==> config.mk <==
export PLATFORM = sky130hd
export DESIGN_NAME = fifo_write_arbiter
export DESIGN_NICKNAME = d
export VERILOG_FILES = /design/src/rtl/fifo_write_arbiter.sv
export SDC_FILE = /design/constraint.sdc
export NUM_CORES = 1
export LEC_CHECK = 0
export CAP_MARGIN = 25
export CORE_MARGIN = 4
export CORE_UTILIZATION = 54
export DETAILED_ROUTE_END_ITERATION = 16
export DONT_BUFFER_PORTS = 1
export PLACE_DENSITY = 0.69
export SYNTH_ARGS = -nofsm -noshare
export SYNTH_HDL_FRONTEND = slang
export SYNTH_SLANG_ARGS = --single-unit
export TNS_END_PERCENT = 1
==> constraint.sdc <==
create_clock -name clk -period 3.85 [get_ports clk]
set_clock_uncertainty 0.15 [all_clocks]
set_input_delay 0.5775 -clock clk [delete_from_list [all_inputs] [get_ports clk]]
set_output_delay 0.5775 -clock clk [all_outputs]
set_load 0.02 [all_outputs]
==> src/rtl/fifo_write_arbiter.sv <==
// Round-robin arbiter that shares one FIFO write port between NUM_REQ producers.
// It keeps a conservative occupancy count so that issued writes can never overrun the FIFO.
module fifo_write_arbiter #(
  parameter int ADDR_WIDTH = 2,
  parameter int DATA_WIDTH = 8,
  parameter int NUM_REQ    = 4
) (
  input  logic                          clk,
  input  logic                          Sync_Reset,
  input  logic [NUM_REQ-1:0]            req_vec,
  input  logic [NUM_REQ*DATA_WIDTH-1:0] data_vec,
  input  logic                          rd_pop,
  output logic [NUM_REQ-1:0]            ack_vec,
  output logic                          Wr_enable,
  output logic [DATA_WIDTH-1:0]         data_in,
  output logic [ADDR_WIDTH:0]           level,
  output logic                          full_flg_out,
  output logic                          empty_flg_out
);

  localparam int DEPTH   = 1 << ADDR_WIDTH;
  localparam int PTR_W   = (NUM_REQ > 1) ? $clog2(NUM_REQ) : 1;
  localparam int LEVEL_W = ADDR_WIDTH + 1;

  // Handshake: a producer raises req_vec[i] with stable data and holds both until
  // ack_vec[i] pulses for one cycle; in that ack cycle it may drop req or present
  // its next word, which is sampled no earlier than the following edge.

  logic [PTR_W-1:0]   rr_ptr;
  logic [PTR_W-1:0]   grant_idx;
  logic [PTR_W-1:0]   scan_sel;
  logic [NUM_REQ-1:0] eligible;
  logic               found;
  logic               space;
  logic               grant;
  int                 scan_idx;

  // Scanning backwards lets the last hit win, which is the first eligible
  // producer at or after rr_ptr in round-robin order.
  always_comb begin
    eligible  = req_vec & ~ack_vec;
    space     = (level < LEVEL_W'(DEPTH)) | rd_pop;
    found     = 1'b0;
    grant_idx = '0;
    scan_idx  = 0;
    scan_sel  = '0;
    for (int k = NUM_REQ - 1; k >= 0; k--) begin
      scan_idx = (int'(rr_ptr) + k) % NUM_REQ;
      scan_sel = PTR_W'(scan_idx);
      if (eligible[scan_sel]) begin
        found     = 1'b1;
        grant_idx = scan_sel;
      end
    end
    grant = found & space;
  end

  always_ff @(posedge clk) begin
    if (Sync_Reset) begin
      Wr_enable <= 1'b0;
      data_in   <= '0;
      ack_vec   <= '0;
      rr_ptr    <= '0;
      level     <= '0;
    end else begin
      Wr_enable <= grant;
      if (grant) begin
        data_in <= data_vec[grant_idx*DATA_WIDTH +: DATA_WIDTH];
        ack_vec <= NUM_REQ'(1) << grant_idx;
        rr_ptr  <= (grant_idx == PTR_W'(NUM_REQ - 1)) ? '0 : grant_idx + PTR_W'(1);
      end else begin
        ack_vec <= '0;
      end
      // A pop on an empty count with nothing issued is a protocol error; hold at zero.
      case ({grant, rd_pop})
        2'b10:   level <= level + LEVEL_W'(1);
        2'b01:   level <= (level == '0) ? '0 : level - LEVEL_W'(1);
        default: level <= level;
      endcase
    end
  end

  assign full_flg_out  = (level == LEVEL_W'(DEPTH));
  assign empty_flg_out = (level == '0);

endmodule

==> impl_metrics.py, run 1 <==
metrics = {
    "placed_design": {
        "port-buffer-count": 0,
        "pre_cts_ws_ns": 1.66,
        "placedCellCount": 131,
        "dpl.hpwl_mm": 1.74,
        "gp_congestion": 0.711,
    },
    "clocking": {
        "htree_levels": 1,
        "cts_setup_buffers": 0,
        "root_buffer": "clkbuf_4",
        "insertion_delay_ns": 0.29,
        "cts_num_sinks": 18,
        "cts_tree": "built",
        "clock_path_buffers": 2,
        "cts-hold-fix-buffers": 0,
        "ctsResizeCount": 0,
        "path_clk_slew_ns": 0.10,
        "cts_made_buffers": 3,
    },
    "yosys": {
        "synth_compound_area_frac": 0.193,
        "synth_mux_area_frac": 0.157,
        "ys_types": 33,
        "netlist_area_um2": 1090,
        "synth_seq_cells": 18,
        "avgSynthCellArea_um2": 9.98,
        "yosysSeqAreaShare": 0.331,
        "yosys.area_share.adder": 0.0690,
        "yosysWarnings": 0,
        "synth-simple-area-share": 0.191,
        "synthCells": 109,
        "synthXorXnorAreaFrac": 0.00806,
        "synth_top_family_by_area": "compound AO/OA/AOI/OAI gates",
        "synthesis.nets": 154,
    },
    "floorplanning": {
        "placeableCoreArea_um2": 1820,
        "dieWidth_um": 52.9,
        "die-area_um2": 2800,
        "io_pins": 57,
        "rows": 15,
        "start_util": 0.597,
        "die_h_um": 52.9,
    },
    "routing": {
        "drt_iter0_markers": 13,
        "drc_errors": 0,
        "wire_per_inst_um": 15.9,
        "drt_wl_total_mm": 2.14,
        "ant_nets": 0,
        "vias": 795,
        "firstDrtPassIters": 4,
        "viasPerCell": 5.89,
    },
    "timing": {
        "worst_pin_slew_ns": 0.729,
        "max_freq_mhz": 461,
        "tns_ns": 0,
        "period_share": 0.564,
        "hold_viol": 0,
        "drv_slew": 0,
        "period_minus_slack_ns": 2.17,
        "setup_viol": 0,
        "slew_headroom": 0.514,
        "setup_ws_ns": 1.68,
        "rsz0062_at_grt": "false",
    },
    "finish": {
        "nets": 156,
        "syn_to_final_growth_pct": 2.88,
        "fin_cells": 135,
        "antenna_cells": 0,
        "regArea_um2": 360,
        "fin_util": 0.614,
        "multiInputGateArea_um2": 672,
        "nFillCells": 180,
        "drive_above_1_share": 0.127,
    },
    "min_path": {
        "hp-class": "input port to flip-flop",
        "min_from": "Sync_Reset",
    },
    "outcome": {
        "status": "finished, final reports clean",
    },
    "global_route": {
        "grt_max_degree": 21,
        "grt-ovfl-total": 0,
        "grt_pass1_vias": 805,
        "grt_pass1_wl_mm": 3.48,
        "grt_usage": 0.167,
        "antenna_found_initial": 0,
    },
    "job": {
        "max-cap-violations": 0,
    },
    "setup_path": {
        "critPathKind": "flip-flop to output pin",
        "cp-end-kind": "output pin",
        "crit_start": "level[0]",
        "rr_startpoint": "ack_vec[3]",
        "path_max_fanout": 5,
        "crit_slowest_cell": "dfxtp_1",
        "required_ns": 3.12,
        "worst_ep_arrival_time_ns": 1.44,
        "crit_chain": "inv_1, ha_1, ha_1",
        "cp-start-kind": "flip-flop",
        "slowest_delay_ns": 0.52,
        "crit_top_cell": "ha_1",
    },
    "pwr": {
        "power_density_nw_per_um2": 688,
        "max-vdd-ir-drop_mv": 0.386,
        "total_power_w": 0.000769,
        "cellLeakagePower_nw": 0.454,
    },
}
[per-layer routing]
layer / vias to the layer above / GRT usage / share of wire
met5: - / 0 / 0
li1: 398 / - / -
met3: 2 / 0.0761 / 0.098
met4: 0 / 0.0255 / 0.0028
met2: 35 / 0.277 / 0.49
met1: 360 / 0.202 / 0.41
[cells by family (layout without fill, tap and decap cells)]
kind of cell,Yosys count,count (layout)
DFF,18,18
AOI/OAI and AO/OA,23,23
adders and majority gates,6,6
and+or+nand+nor,36,36
xor gates and xnor gates,1,1
buffers and inverters,8,9
muxes,17,17
[stage by stage]
stage	area (um^2)	hold slack, ns
final	1120	0.181
after global routing	1120	0.145
after CTS	1120	0.172
after detailed placement	1080	0.401
after global placement	1080	0.387
after floorplan	1090	0.352
[cell usage in the layout (no fill, tap or decap), drive strengths merged, types with 2 or more instances in the layout]
| cell type | Yosys | final |
|---|---|---|
| a21oi | 2 | 2 |
| and3 | 3 | 3 |
| o21ai | 4 | 4 |
| ha | 6 | 6 |
| o221ai | 8 | 8 |
| mux2i | 17 | 17 |
| dfxtp | 18 | 18 |
| nand2 | 10 | 10 |
| a22oi | 2 | 2 |
| nand2b | 5 | 5 |
| clkbuf | 0 | 4 |
| nor2 | 10 | 10 |
| nor2b | 3 | 3 |
| a211oi | 4 | 4 |
| inv | 5 | 5 |
[power by group]
| part | total, W | leakage [nW] | internal, W | switching, W |
|---|---|---|---|---|
| Sequential | 0.000360 | 0.149 | 0.000247 | 0.000113 |
| Clock | 0.000116 | 0.0210 | 0.0000576 | 0.0000585 |
| Combinational | 0.000294 | 0.284 | 0.000142 | 0.000152 |
| Total | 0.000769 | 0.454 | 0.000446 | 0.000323 |
[cells in the mapped netlist, drive strengths merged]
library cell,instances,area [um^2]
dfxtp,18,360
mux2i,17,170
nand2,10,42.5
nor2,10,37.5
o221ai,8,70.1
ha,6,75.1
inv,5,18.8
nand2b,5,48.8
a211oi,4,35.0
o21ai,4,20.0
and3,3,18.8
buf,3,36.3
nor2b,3,18.8
a21oi,2,10.0
a22oi,2,28.8
a21bo,1,10.0
a41oi,1,27.5
and2b,1,8.76
nand3,1,5.00
nand4b,1,8.76
nand4bb,1,11.3
nor3b,1,7.51
o31a,1,8.76
xnor2,1,8.76
[layout make-up]
class | count | area share
multi-input cells | 83 | 0.601
flip-flops and latches | 18 | 0.322
well taps | 25 | 0.0280
inverters | 5 | 0.0168
clock buffers | 4 | 0.0324
[sequential cells by signal, summed over array words and instances, names as in the netlist]
register	cells
data_in	8
ack_vec	4
level	3
rr_ptr	2
Wr_enable	1
[worst paths after layout]
path                                 endpoint  slack (ns)  cells after the start
worst max-delay path            empty_flg_out        1.68                      3
worst min-delay path                rr_ptr[1]        0.18                      1
worst max register to register     data_in[1]        1.75                      5
worst min register to register      rr_ptr[0]        0.41                      2
[worst max-delay path, delay by kind of cell, from the launching register on]
kind / cells / cell delay [ns]
flops: 1 / 0.52
fa+ha+maj: 2 / 0.55
buf+inv: 1 / 0.08
No activity file was read; power rests on OpenSTA's default activity.
==> inputs of run 2 (changes only) <==
clock period = 2.2 ns   (was 3.85 ns; I/O delays follow)
==> run 2 against run 1 <==
Via count increased by 1.0%. Critical path depth is 4 higher. Sequential power up 72%. Clock power grew 38%. Largest power group unchanged. Wire length rose by 3.4%. First-iteration DRC count shrank 38%. Sequential share of layout area shrank 0.88 points.
==> impl_metrics.py, run 2 (synthesized netlist as in run 1, its figures left out) <==
metrics = {
    "clocking": {
        "path_clk_slew_ns": 0.10,
        "root_buffer": "clkbuf_4",
        "htree_levels": 1,
        "ctsResizeCount": 0,
        "cts_tree": "built",
        "cts_num_sinks": 18,
        "cts_made_buffers": 3,
        "insertion_delay_ns": 0.29,
        "clock_path_buffers": 2,
    },
    "routing": {
        "wire_per_inst_um": 16.1,
        "drt_wl_total_mm": 2.22,
        "drt_iter0_markers": 8,
        "ant_nets": 0,
        "firstDrtPassIters": 4,
        "viasPerCell": 5.82,
        "vias": 803,
        "drc_errors": 0,
    },
    "finish": {
        "final_common_cell": "dfxtp_1",
        "antenna_cells": 0,
        "top_register": "data_in",
        "largest_reg_flops": 8,
        "nets": 160,
        "largestRegisters": "data_in (8), ack_vec (4), level (3)",
        "mostFrequentLayoutCells": "18 x dfxtp_1, 17 x mux2i_1, 10 x nor2_1, 8 x nand2_1, 8 x o221ai_1",
        "fin_util": 0.632,
        "syn_to_final_growth_pct": 5.75,
        "drive_above_1_share": 0.142,
    },
    "global_route": {
        "antenna_found_initial": 0,
        "grt_max_degree": 21,
        "grt_pass1_vias": 772,
        "grt-ovfl-total": 0,
        "grt_pass1_wl_mm": 3.31,
        "grt_usage": 0.159,
    },
    "timing": {
        "hold_viol": 0,
        "max_freq_mhz": 503,
        "worst_pin_slew_ns": 0.545,
        "rsz0062_at_grt": "false",
        "tns_ns": 0,
        "period_share": 0.903,
        "drv_slew": 0,
        "slew_headroom": 0.635,
        "setup_viol": 0,
        "hold_slack_ns": 0.0933,
        "setup_ws_ns": 0.213,
        "period_minus_slack_ns": 1.99,
    },
    "job": {
        "max-cap-violations": 0,
    },
    "outcome": {
        "status": "finished, final reports clean",
    },
    "setup_path": {
        "cp-start-kind": "flip-flop",
        "critPathKind": "flip-flop to flip-flop",
        "rr_startpoint": "ack_vec[1]",
        "required_ns": 2.23,
        "worst_ep_arrival_time_ns": 2.02,
        "path_max_fanout": 7,
        "crit_slowest_cell": "dfxtp_1",
        "crit_start": "ack_vec[1]",
        "cp-end-kind": "flip-flop",
        "slowest_delay_ns": 0.39,
        "crit_chain": "nand2b_1, a41oi_4, inv_2, ha_1, o21ai_0, o21ai_1, nor2b_1",
    },
    "pwr": {
        "power_density_nw_per_um2": 1170,
        "switchingPower_w": 0.000572,
        "p_comb_frac": 0.422,
        "max-vdd-ir-drop_mv": 0.591,
        "p_clk_frac": 0.118,
        "cellLeakagePower_nw": 0.471,
        "seqPwrFrac": 0.459,
        "switching_share": 0.424,
        "p_int_w": 0.000778,
    },
    "placed_design": {
        "gp_congestion": 0.707,
        "port-buffer-count": 0,
        "dpl.hpwl_mm": 1.74,
        "pre_cts_ws_ns": 0.250,
    },
    "floorplanning": {
        "placeableCoreArea_um2": 1820,
        "io_pins": 57,
        "rows": 15,
        "die_h_um": 52.9,
        "start_util": 0.597,
        "die-area_um2": 2800,
        "dieWidth_um": 52.9,
    },
    "min_path": {
        "hp-class": "input port to flip-flop",
        "min_from": "data_vec[15]",
    },
}
[run 2: per-stage QoR]
| step | area [um^2] | power (W) | cells |
|---|---|---|---|
| after floorplan | 1090 | 0.00113 | 109 |
| after global placement | 1120 | 0.00119 | 134 |
| after detailed placement | 1120 | 0.00120 | 134 |
| after CTS | 1150 | 0.00137 | 138 |
| after global routing | 1150 | 0.00145 | 138 |
| final | 1150 | 0.00135 | 138 |
[run 2: power by group through the flow]
| stage | logic, W | clock network [W] | registers [W] |
|---|---|---|---|
| final | 0.000570 | 0.000160 | 0.000620 |
| after floorplan | 0.000516 | 0 | 0.000611 |
| after detailed placement | 0.000571 | 0 | 0.000631 |
| after global placement | 0.000559 | 0 | 0.000629 |
| after global routing | 0.000630 | 0.000181 | 0.000640 |
| after CTS | 0.000577 | 0.000168 | 0.000623 |
[run 2: timing repair]
action,in CTS,in global routing
hold endpoints to repair,5,0
buffers inserted,0,0
hold buffers,1,0
[run 2: path summary, 6_finish.rpt]
check,endpoint,slack (ns),cells after the start
max,level[2],0.21,7
min,data_in[7],0.09,2
max reg2reg,level[2],0.21,7
min reg2reg,rr_ptr[0],0.41,2
[run 2: layout make-up]
type,instances,area [um^2]
inverters,5,18.8
fillers,167,671
repair buffers,4,45.0
multi-input cells,83,672
clock buffers,3,22.5
well taps,25,31.3
flip-flops and latches,18,360
[run 2: layer usage]
layer	GRT usage	wire, um
met5	0	0
met4	0.0128	12
met3	0.0761	215
met2	0.281	1110
met1	0.180	876
[run 2: worst max-delay path: cells and delay by family (launching register included)]
kind,cells,cell delay (ns)
AO/OA/AOI/OAI,3,0.59
flip-flops,1,0.39
adder cells (fa/ha/maj),1,0.34
buffers and inverters,1,0.05
AND/OR/NAND/NOR,2,0.36
